**config.mk**
```make
export PLATFORM = sky130hd
export DESIGN_NAME = fft_out_streamer
export DESIGN_NICKNAME = d
export VERILOG_FILES = /design/src/rtl/fft_pkg.sv /design/src/rtl/fft_bitrev_idx.sv /design/src/rtl/fft_out_streamer.sv
export SDC_FILE = /design/constraint.sdc
export NUM_CORES = 1
export LEC_CHECK = 0
export CAP_MARGIN = 5
export CORE_UTILIZATION = 30
export CTS_CLUSTER_SIZE = 14
export DETAILED_ROUTE_END_ITERATION = 12
export PLACE_DENSITY_LB_ADDON = 0.1
export RECOVER_POWER = 25
export SYNTH_ARGS = -nofsm -noshare
export SYNTH_HDL_FRONTEND = slang
export SYNTH_SLANG_ARGS = --single-unit
```
**constraint.sdc**
```tcl
create_clock -name clk -period 52 [get_ports clk]
set_input_delay 10.4 -clock clk [delete_from_list [all_inputs] [get_ports clk]]
set_output_delay 10.4 -clock clk [all_outputs]
set_load 0.05 [all_outputs]
```
**src/rtl/fft_pkg.sv**
```systemverilog
// Shared FFT constants, complex word layout and the bit-reversal helper.
// Combinational helpers only; no latency.
// No flow control here; the function also drives the stage-1 input permutation.
package fft_pkg;

    localparam int FFT_N     = 32;
    localparam int FFT_W     = 16;
    localparam int FFT_LOG2N = $clog2(FFT_N);

    typedef struct packed {
        logic [FFT_W/2-1:0] im;
        logic [FFT_W/2-1:0] re;
    } cplx_t;

    typedef enum logic {
        ST_IDLE   = 1'b0,
        ST_STREAM = 1'b1
    } strm_state_t;

    // Reverses the low nbits of idx; bits above nbits come back as zero.
    function automatic logic [31:0] bitrev(input logic [31:0] idx, input int nbits);
        logic [31:0] r;
        r = '0;
        for (int b = 0; b < 32; b++) begin
            if (b < nbits) r[nbits-1-b] = idx[b];
        end
        return r;
    endfunction

endpackage

```
**src/rtl/fft_bitrev_idx.sv**
```systemverilog
// Maps an output bin index to its bit-reversed buffer slot.
// Purely combinational, zero latency.
// No flow control.
module fft_bitrev_idx
    import fft_pkg::*;
#(
    parameter int LOG2N = FFT_LOG2N
) (
    input  logic [LOG2N-1:0] i_idx,
    output logic [LOG2N-1:0] o_slot
);

    assign o_slot = LOG2N'(bitrev(32'(i_idx), LOG2N));

endmodule

```
**src/rtl/fft_out_streamer.sv**
```systemverilog
// Captures a parallel FFT frame and streams it out one complex word per beat.
// First beat valid the cycle after capture; N_POINTS beats per frame minimum.
// Holds the beat under m_ready low; a new frame is accepted only when idle or on the last beat.
module fft_out_streamer
    import fft_pkg::*;
#(
    parameter int N_POINTS = FFT_N,
    parameter int W        = FFT_W,
    parameter int BITREV   = 1,
    parameter int LOG2N    = $clog2(N_POINTS)
) (
    input  logic                  clk,
    input  logic                  rst,
    input  logic [N_POINTS*W-1:0] frame_in,
    input  logic                  frame_valid,
    output logic                  frame_ready,
    output logic [W-1:0]          m_data,
    output logic [W/2-1:0]        m_re,
    output logic [W/2-1:0]        m_im,
    output logic [LOG2N-1:0]      m_index,
    output logic                  m_valid,
    input  logic                  m_ready,
    output logic                  m_last,
    output logic [7:0]            frames_sent
);

    strm_state_t           r_state;
    strm_state_t           w_state_nxt;
    logic [LOG2N-1:0]      r_idx;
    logic [LOG2N-1:0]      w_slot;
    logic [N_POINTS*W-1:0] r_buf;
    logic [7:0]            r_frames;
    logic                  w_is_last;
    logic                  w_beat;
    logic                  w_capture;

    assign w_is_last = (r_state == ST_STREAM) && (r_idx == LOG2N'(N_POINTS-1));
    assign w_beat    = m_valid & m_ready;
    assign w_capture = frame_valid & frame_ready;

    generate
        if (BITREV != 0) begin : g_bitrev
            fft_bitrev_idx #(.LOG2N(LOG2N)) u_bitrev (
                .i_idx  (r_idx),
                .o_slot (w_slot)
            );
        end else begin : g_natural
            assign w_slot = r_idx;
        end
    endgenerate

    always_ff @(posedge clk) begin
        if (rst) r_state <= ST_IDLE;
        else     r_state <= w_state_nxt;
    end

    always_comb begin
        w_state_nxt = r_state;
        case (r_state)
            ST_IDLE:   if (w_capture) w_state_nxt = ST_STREAM;
            ST_STREAM: if (w_beat && w_is_last) w_state_nxt = w_capture ? ST_STREAM : ST_IDLE;
            default:   w_state_nxt = ST_IDLE;
        endcase
    end

    // The last beat doubles as the only mid-stream accept point, so frames chain without bubbles.
    always_comb begin
        frame_ready = 1'b0;
        m_valid     = 1'b0;
        if (!rst) begin
            frame_ready = (r_state == ST_IDLE) || (w_is_last && m_ready);
        end
        if (r_state == ST_STREAM) m_valid = 1'b1;
    end

    assign m_last      = w_is_last;
    assign m_index     = r_idx;
    assign m_data      = r_buf[w_slot*W +: W];
    assign m_re        = m_data[W/2-1:0];
    assign m_im        = m_data[W-1:W/2];
    assign frames_sent = r_frames;

    always_ff @(posedge clk) begin
        if (rst) begin
            r_idx    <= '0;
            r_frames <= '0;
        end else begin
            if (w_capture)                 r_idx <= '0;
            else if (w_beat && !w_is_last) r_idx <= r_idx + 1'b1;
            if (w_beat && w_is_last)       r_frames <= r_frames + 8'd1;
        end
    end

    always_ff @(posedge clk) begin
        if (w_capture) r_buf <= frame_in;
    end

endmodule

```
==> results of run 1 <==
==> sequential cells by signal, summed over array words and instances, names as in the netlist <==
| register | cells |
|---|---|
| r_state | 1 |
| r_buf | 512 |
| m_index | 5 |
| frames_sent | 8 |
==> cells in the final DEF, fill, tap and decap left out, types with 2 or more instances in the layout <==
cell type	count
edfxtp_1	512
clkdlybuf4s50_1	292
dlygate4sd3_1	271
mux2i_1	258
a22oi_1	64
clkbuf_16	60
nand2_1	37
nand3_1	36
a21oi_1	33
a22o_1	32
diode_2	23
clkinv_1	20
nand4_1	19
buf_4	19
nor2_1	17
nor3_1	16
a31oi_1	16
dfxtp_1	13
clkinv_2	9
clkbuf_1	8
xor2_1	7
bufinv_16	4
and3_1	3
xnor2_1	3
ha_1	3
nor2b_4	2
nand2b_1	2
==> routing by layer <==
layer / GRT usage / share of wire / vias up / wire length [um]
met1: 0.213 / 0.39 / 6052 / 25400
li1: - / - / 5771 / -
met3: 0.0660 / 0.082 / 153 / 5420
met4: 0.0470 / 0.021 / 50 / 1390
met2: 0.319 / 0.51 / 405 / 33300
met5: 0 / 0.0046 / - / 301
==> kinds of logic after synthesis <==
kind of cell,after synthesis,share of synthesized area
multiplexers,258,0.125
AO/OA/AOI/OAI,147,0.0503
flip-flops,526,0.757
AND/OR/NAND/NOR,137,0.0317
adder cells (fa/ha/maj),3,0.00181
XOR/XNOR,10,0.00423
buffers and inverters,85,0.0304
==> area by class of cell <==
type	instances	area share
clock inverters	36	0.00946
flip-flops and latches	526	0.543
clock buffers	68	0.0531
diodes	23	0.00200
inverters	1	0.000130
repair buffers	583	0.201
multi-input cells	555	0.154
well taps	873	0.0379
==> worst max-delay path by stage <==
stage / start / to / slack, ns
floorplan: rst / r_buf[0]$_DFFE_PP_ / 4.53
finish: m_ready / frame_ready / 29.51
detailed placement: m_ready / frame_ready / 29.52
global placement: m_ready / frame_ready / 29.47
CTS: m_ready / frame_ready / 29.52
global route: m_ready / frame_ready / 29.41
==> metrics by stage <==
step / instances / instance area (um^2)
2_1_floorplan: 1166 / 20700
3_3_place_gp: 2538 / 27000
3_5_place_dp: 2538 / 27000
4_1_cts: 2642 / 28800
5_1_grt: 2656 / 28800
6_report: 2665 / 28800
==> worst register-to-register path, stage by stage (launching register included) <==
cell      delay (ns)
dfxtp_4         0.90
buf_12          0.67
and3_1          0.32
ha_1            0.27
a21boi_0        0.22
nor3_2          0.15
buf_4           0.73
buf_4           0.91
buf_4           0.99
buf_4           0.90
==> power by group through the flow <==
| stage | logic, mW | registers, mW | clock network [mW] |
|---|---|---|---|
| floorplan | 0.0215 | 0.517 | 0 |
| global placement | 0.0702 | 0.496 | 0 |
| detailed placement | 0.0710 | 0.497 | 0 |
| CTS | 0.0713 | 0.488 | 0.405 |
| global route | 0.0706 | 0.489 | 0.421 |
| finish | 0.0662 | 0.488 | 0.392 |
==> results.yml, run 1 <==
sta:
  skew_ns: 0.0192
  min_period_ns: 22.49
  final.hold.worst_slack_ns: 0.519
  finalWorstSetupSlack_ns: 29.51
  hold_viol_final: 0
  timing.max_slew.rel_slack: 0.289
  setup_tns_ns: 0
  timing.final.setup_violations: 0
  setup_repair_after_global_routing_missed_its_margin: "no"
  finalMaxSlewViolations: 0
  max_freq_mhz: 44.5
  post-route-period-util: 0.432
  worst-slew-pin-transition_ns: 1.07
critical_path:
  rr_worst_depth: 9
  critPathSlowestCell: "clkdlybuf4s50_1"
  crit_arrival_ns: 12.09
  critical_path.top_delay_family: "buffers and inverters"
  endpoint_kind: "primary output"
  crit_path_start_kind: "input port"
  peak_per_stage_delay_on_the_critical_path_ns: 0.72
  crit_path_max_fanout: 4
  timing_worst_setup_path_type: "in2out"
  timing.critical_path.required_ns: 41.60
  critical_path_stages: 4
  critical_path.reg2reg.endpoint: "r_buf[129]$_DFFE_PP_"
  timing.critical_path.cells: "clkdlybuf4s50_1 > a21boi_0 > nor2_1 > clkdlybuf4s50_1"
  rr_startpoint: "m_index[3]$_SDFFE_PP0P_"
  crit_buf_inv: 2
  reg2reg_setup_slack_ns: 45.52
  critical_path.most_common_cell: "clkdlybuf4s50_1"
clocking:
  worst_skew_pair.late_latency_ns: 0.62
  ctsLongestPathBuffers: 3
  tritoncts.num_buffers: 59
  ctsResizeCount: 0
  cts.sinks: 526
  cts_tree: "done"
  post-cts-setup-buffers: 0
  cts_hold_buf: 0
  clk_pin_slew_ns: 0.06
  cts_root_buf: "clkbuf_16"
  htree_num_levels: 2
route:
  vias: 12400
  via_cell_ratio: 4.66
  drt-initial-drc-count: 728
  wire_per_inst_um: 24.7
  residual_drc: 0
  antenna_left: 0
  firstDrtPassIters: 7
  wl_um: 65800
power_and_ir_drop:
  total_leakage_power_nw: 9.16
  total_power_mw: 0.946
  share_comb_of_total_power: 0.070
  p_sw_frac: 0.208
  vdd_ir_drop_max_mv: 0.0303
  power_per_cell_area_nw_per_um2: 32.8
  power_report.internal_total_mw: 0.750
  switching_power_of_the_nets_mw: 0.196
  sequential_fraction_of_design_power: 0.516
  share_clk_of_total_power: 0.414
yosys:
  netlist.top_cell.by_area: "edfxtp_1"
  ys_seq_elements: 526
  synthDominantCellAreaShare: 0.743
  synth_edf_count: 512
  ys_top_cells_by_area: "edfxtp_1, mux2i_1, a22oi_1, a22o_1, dfxtp_1"
  synthesis.nets: 1685
  synthesized_area_divided_by_synthesized_cell_count_um2: 17.7
  synth_cell_count_leaders: "edfxtp_1, mux2i_1, a22oi_1"
  seq_area_frac_synth: 0.757
  synth-async-reset-ratio: 0
  synthesis.area_um2: 20700
  netlist_instances: 1166
  ys_dominant_reg_cell: "edfxtp_1"
  synth.yosys.warnings: 0
  synthMostInstantiatedCell: "edfxtp_1"
  number_of_library_cell_types_mapped_by_synthesis: 31
place:
  dp_slack_ns: 29.52
  post-dp-hpwl_um: 47200
  portBuffers: 563
  routability_congestion_estimate: 0.788
grt:
  grt_antenna_before_repair: 61
  grt_overflow_total: 0
  track_usage: 0.184
  grt_first_pass_wirelength_um: 91100
  grt_start_max_net_pins: 119
  grt_pass1_vias: 12900
die:
  die_h_um: 265
  floorplan.core_area_um2: 67800
  initial_utilization: 0.305
  core.rowCount: 95
  io-pin-count: 564
  fp.dieArea_um2: 70000
  die_width_um: 265
job:
  cap_viol_max_count: 0
final_layout:
  fin_util: 0.426
  sequential_cell_area_um2: 15700
  multiInputGateArea_um2: 4430
  area_delta_synth_final_pct: 39.4
  final_nets: 2245
  fillCellCount: 6139
  final_layout_size_suffix_gt1_frac: 0.0577
min_path:
  hold_path.class: "reg2reg"
  hold_path_startpoint: "frames_sent[7]$_SDFFE_PP0N_"
  hold-path-cell-count: 2
  holdPathEnd: "frames_sent[7]$_SDFFE_PP0N_"
outcome:
  outcome: "finished clean"
No activity file was read; power rests on OpenSTA's default activity.
==> run 2, diff against run 1 <==
==> constraint.sdc (replaced) <==
create_clock -name clk -period 23.1 [get_ports clk]
set_input_delay 4.62 -clock clk [delete_from_list [all_inputs] [get_ports clk]]
set_output_delay 4.62 -clock clk [all_outputs]
set_load 0.05 [all_outputs]
==> results.yml, run 2 (synthesis results as in run 1) <==
final_layout:
  final_common_cell: "edfxtp_1"
  final_design_area_no_fill_um2: 28800
  stdcell_count: 2663
  final_layout_size_suffix_gt1_frac: 0.0565
  final_nets: 2242
  fin_util: 0.425
  max_flop_register: "r_buf"
  final_cell_mix: "edfxtp_1, clkdlybuf4s50_1, dlygate4sd3_1"
  area_delta_synth_final_pct: 39.1
  largest_register_ffs: 512
die:
  fp.dieArea_um2: 70000
  io-pin-count: 564
  initial_utilization: 0.305
  die_width_um: 265
  floorplan.core_area_um2: 67800
  core.rowCount: 95
  die_h_um: 265
sta:
  finalMaxSlewViolations: 0
  skew_ns: 0.0136
  hold_viol_final: 0
  setup_repair_after_global_routing_missed_its_margin: "no"
  min_period_ns: 11.08
  timing.final.setup_violations: 0
  max_freq_mhz: 90.2
  post-route-period-util: 0.480
  setup_tns_ns: 0
  final.hold.worst_slack_ns: 0.523
  worst-slew-pin-transition_ns: 1.14
  timing.max_slew.rel_slack: 0.232
  finalWorstSetupSlack_ns: 12.02
power_and_ir_drop:
  share_clk_of_total_power: 0.408
  sequential_fraction_of_design_power: 0.521
  total_power_mw: 2.11
  power_per_cell_area_nw_per_um2: 73.2
  share_comb_of_total_power: 0.071
  switching_power_of_the_nets_mw: 0.448
  total_leakage_power_nw: 9.12
  vdd_ir_drop_max_mv: 0.0617
  power_report.internal_total_mw: 1.66
  p_sw_frac: 0.213
clocking:
  cts.sinks: 526
  clk_pin_slew_ns: 0.05
  worst_skew_pair.late_latency_ns: 0.61
  ctsLongestPathBuffers: 3
  cts_hold_buf: 0
  cts_root_buf: "clkbuf_16"
  ctsResizeCount: 0
  tritoncts.num_buffers: 59
  post-cts-setup-buffers: 0
  cts_tree: "done"
  htree_num_levels: 2
route:
  wire_per_inst_um: 24.6
  top_layer: "met5"
  met2_wl_um: 32700
  met1_length_um: 26000
  antenna_left: 0
  wl_um: 65600
  vias: 12500
  firstDrtPassIters: 5
  via_cell_ratio: 4.70
  residual_drc: 0
  route.met3.wl_um: 4660
  drt-initial-drc-count: 775
place:
  routability_congestion_estimate: 0.775
  place_area_um2: 27000
  dp_slack_ns: 12.04
  post-dp-hpwl_um: 46300
  portBuffers: 563
  placed_cells: 2535
job:
  cap_viol_max_count: 0
min_path:
  hold_path.class: "reg2reg"
critical_path:
  crit_path_start_kind: "input port"
  endpoint_kind: "primary output"
  timing_worst_setup_path_type: "in2out"
  crit_arrival_ns: 6.46
  crit_path_max_fanout: 4
  timing.critical_path.required_ns: 18.48
grt:
  grt_antenna_before_repair: 63
  track_usage: 0.183
  grt_start_max_net_pins: 185
  grt_overflow_total: 0
  grt_pass1_vias: 12900
  grt_first_pass_wirelength_um: 90800
outcome:
  outcome: "finished clean"
[run 2: cell count changes in the layout (fill, tap and decap cells not counted), sizes merged]
cell      change
bufinv        -3
diode         -2
clkinv        -2
clkinvlp      +1
buf           -3
clkbuf        +7
[run 2: final cells by class]
type,instances,area (um^2)
tap,873,1090
fill,6105,39000
timing repair buffer,580,5790
antenna,21,52.6
multi-input combinational,555,4440
clock buffer,75,1560
sequential,526,15700
clock inverter,32,186
inverter,1,3.75
[run 2: final timing paths]
path | startpoint | cells past startpoint | slack (ns) | to
worst min register to register | frames_sent[1]$_SDFFE_PP0N_ | 2 | 0.52 | frames_sent[1]$_SDFFE_PP0N_
worst max-delay path | m_ready | 4 | 12.02 | frame_ready
worst max register to register | m_index[3]$_SDFFE_PP0P_ | 8 | 17.44 | r_buf[35]$_DFFE_PP_
worst min-delay path | frames_sent[1]$_SDFFE_PP0N_ | 2 | 0.52 | frames_sent[1]$_SDFFE_PP0N_
[run 2: worst max-delay path, stage by stage]
cell             delay [ns]
clkdlybuf4s50_1        0.45
a21boi_0               0.54
nor2_1                 0.12
clkdlybuf4s50_1        0.73
[run 2: per-layer routing]
layer	global-route usage	up-vias
li1	-	5763
met1	0.219	6087
met2	0.316	458
met3	0.0537	175
met4	0.0552	38
met5	0	-
[run 2: power by group through the flow]
stage / clock network [mW] / registers, mW / logic, mW
floorplan: 0 / 1.13 / 0.0485
global placement: 0 / 1.12 / 0.158
detailed placement: 0 / 1.12 / 0.160
CTS: 0.888 / 1.10 / 0.161
global route: 0.920 / 1.10 / 0.160
finish: 0.859 / 1.10 / 0.149
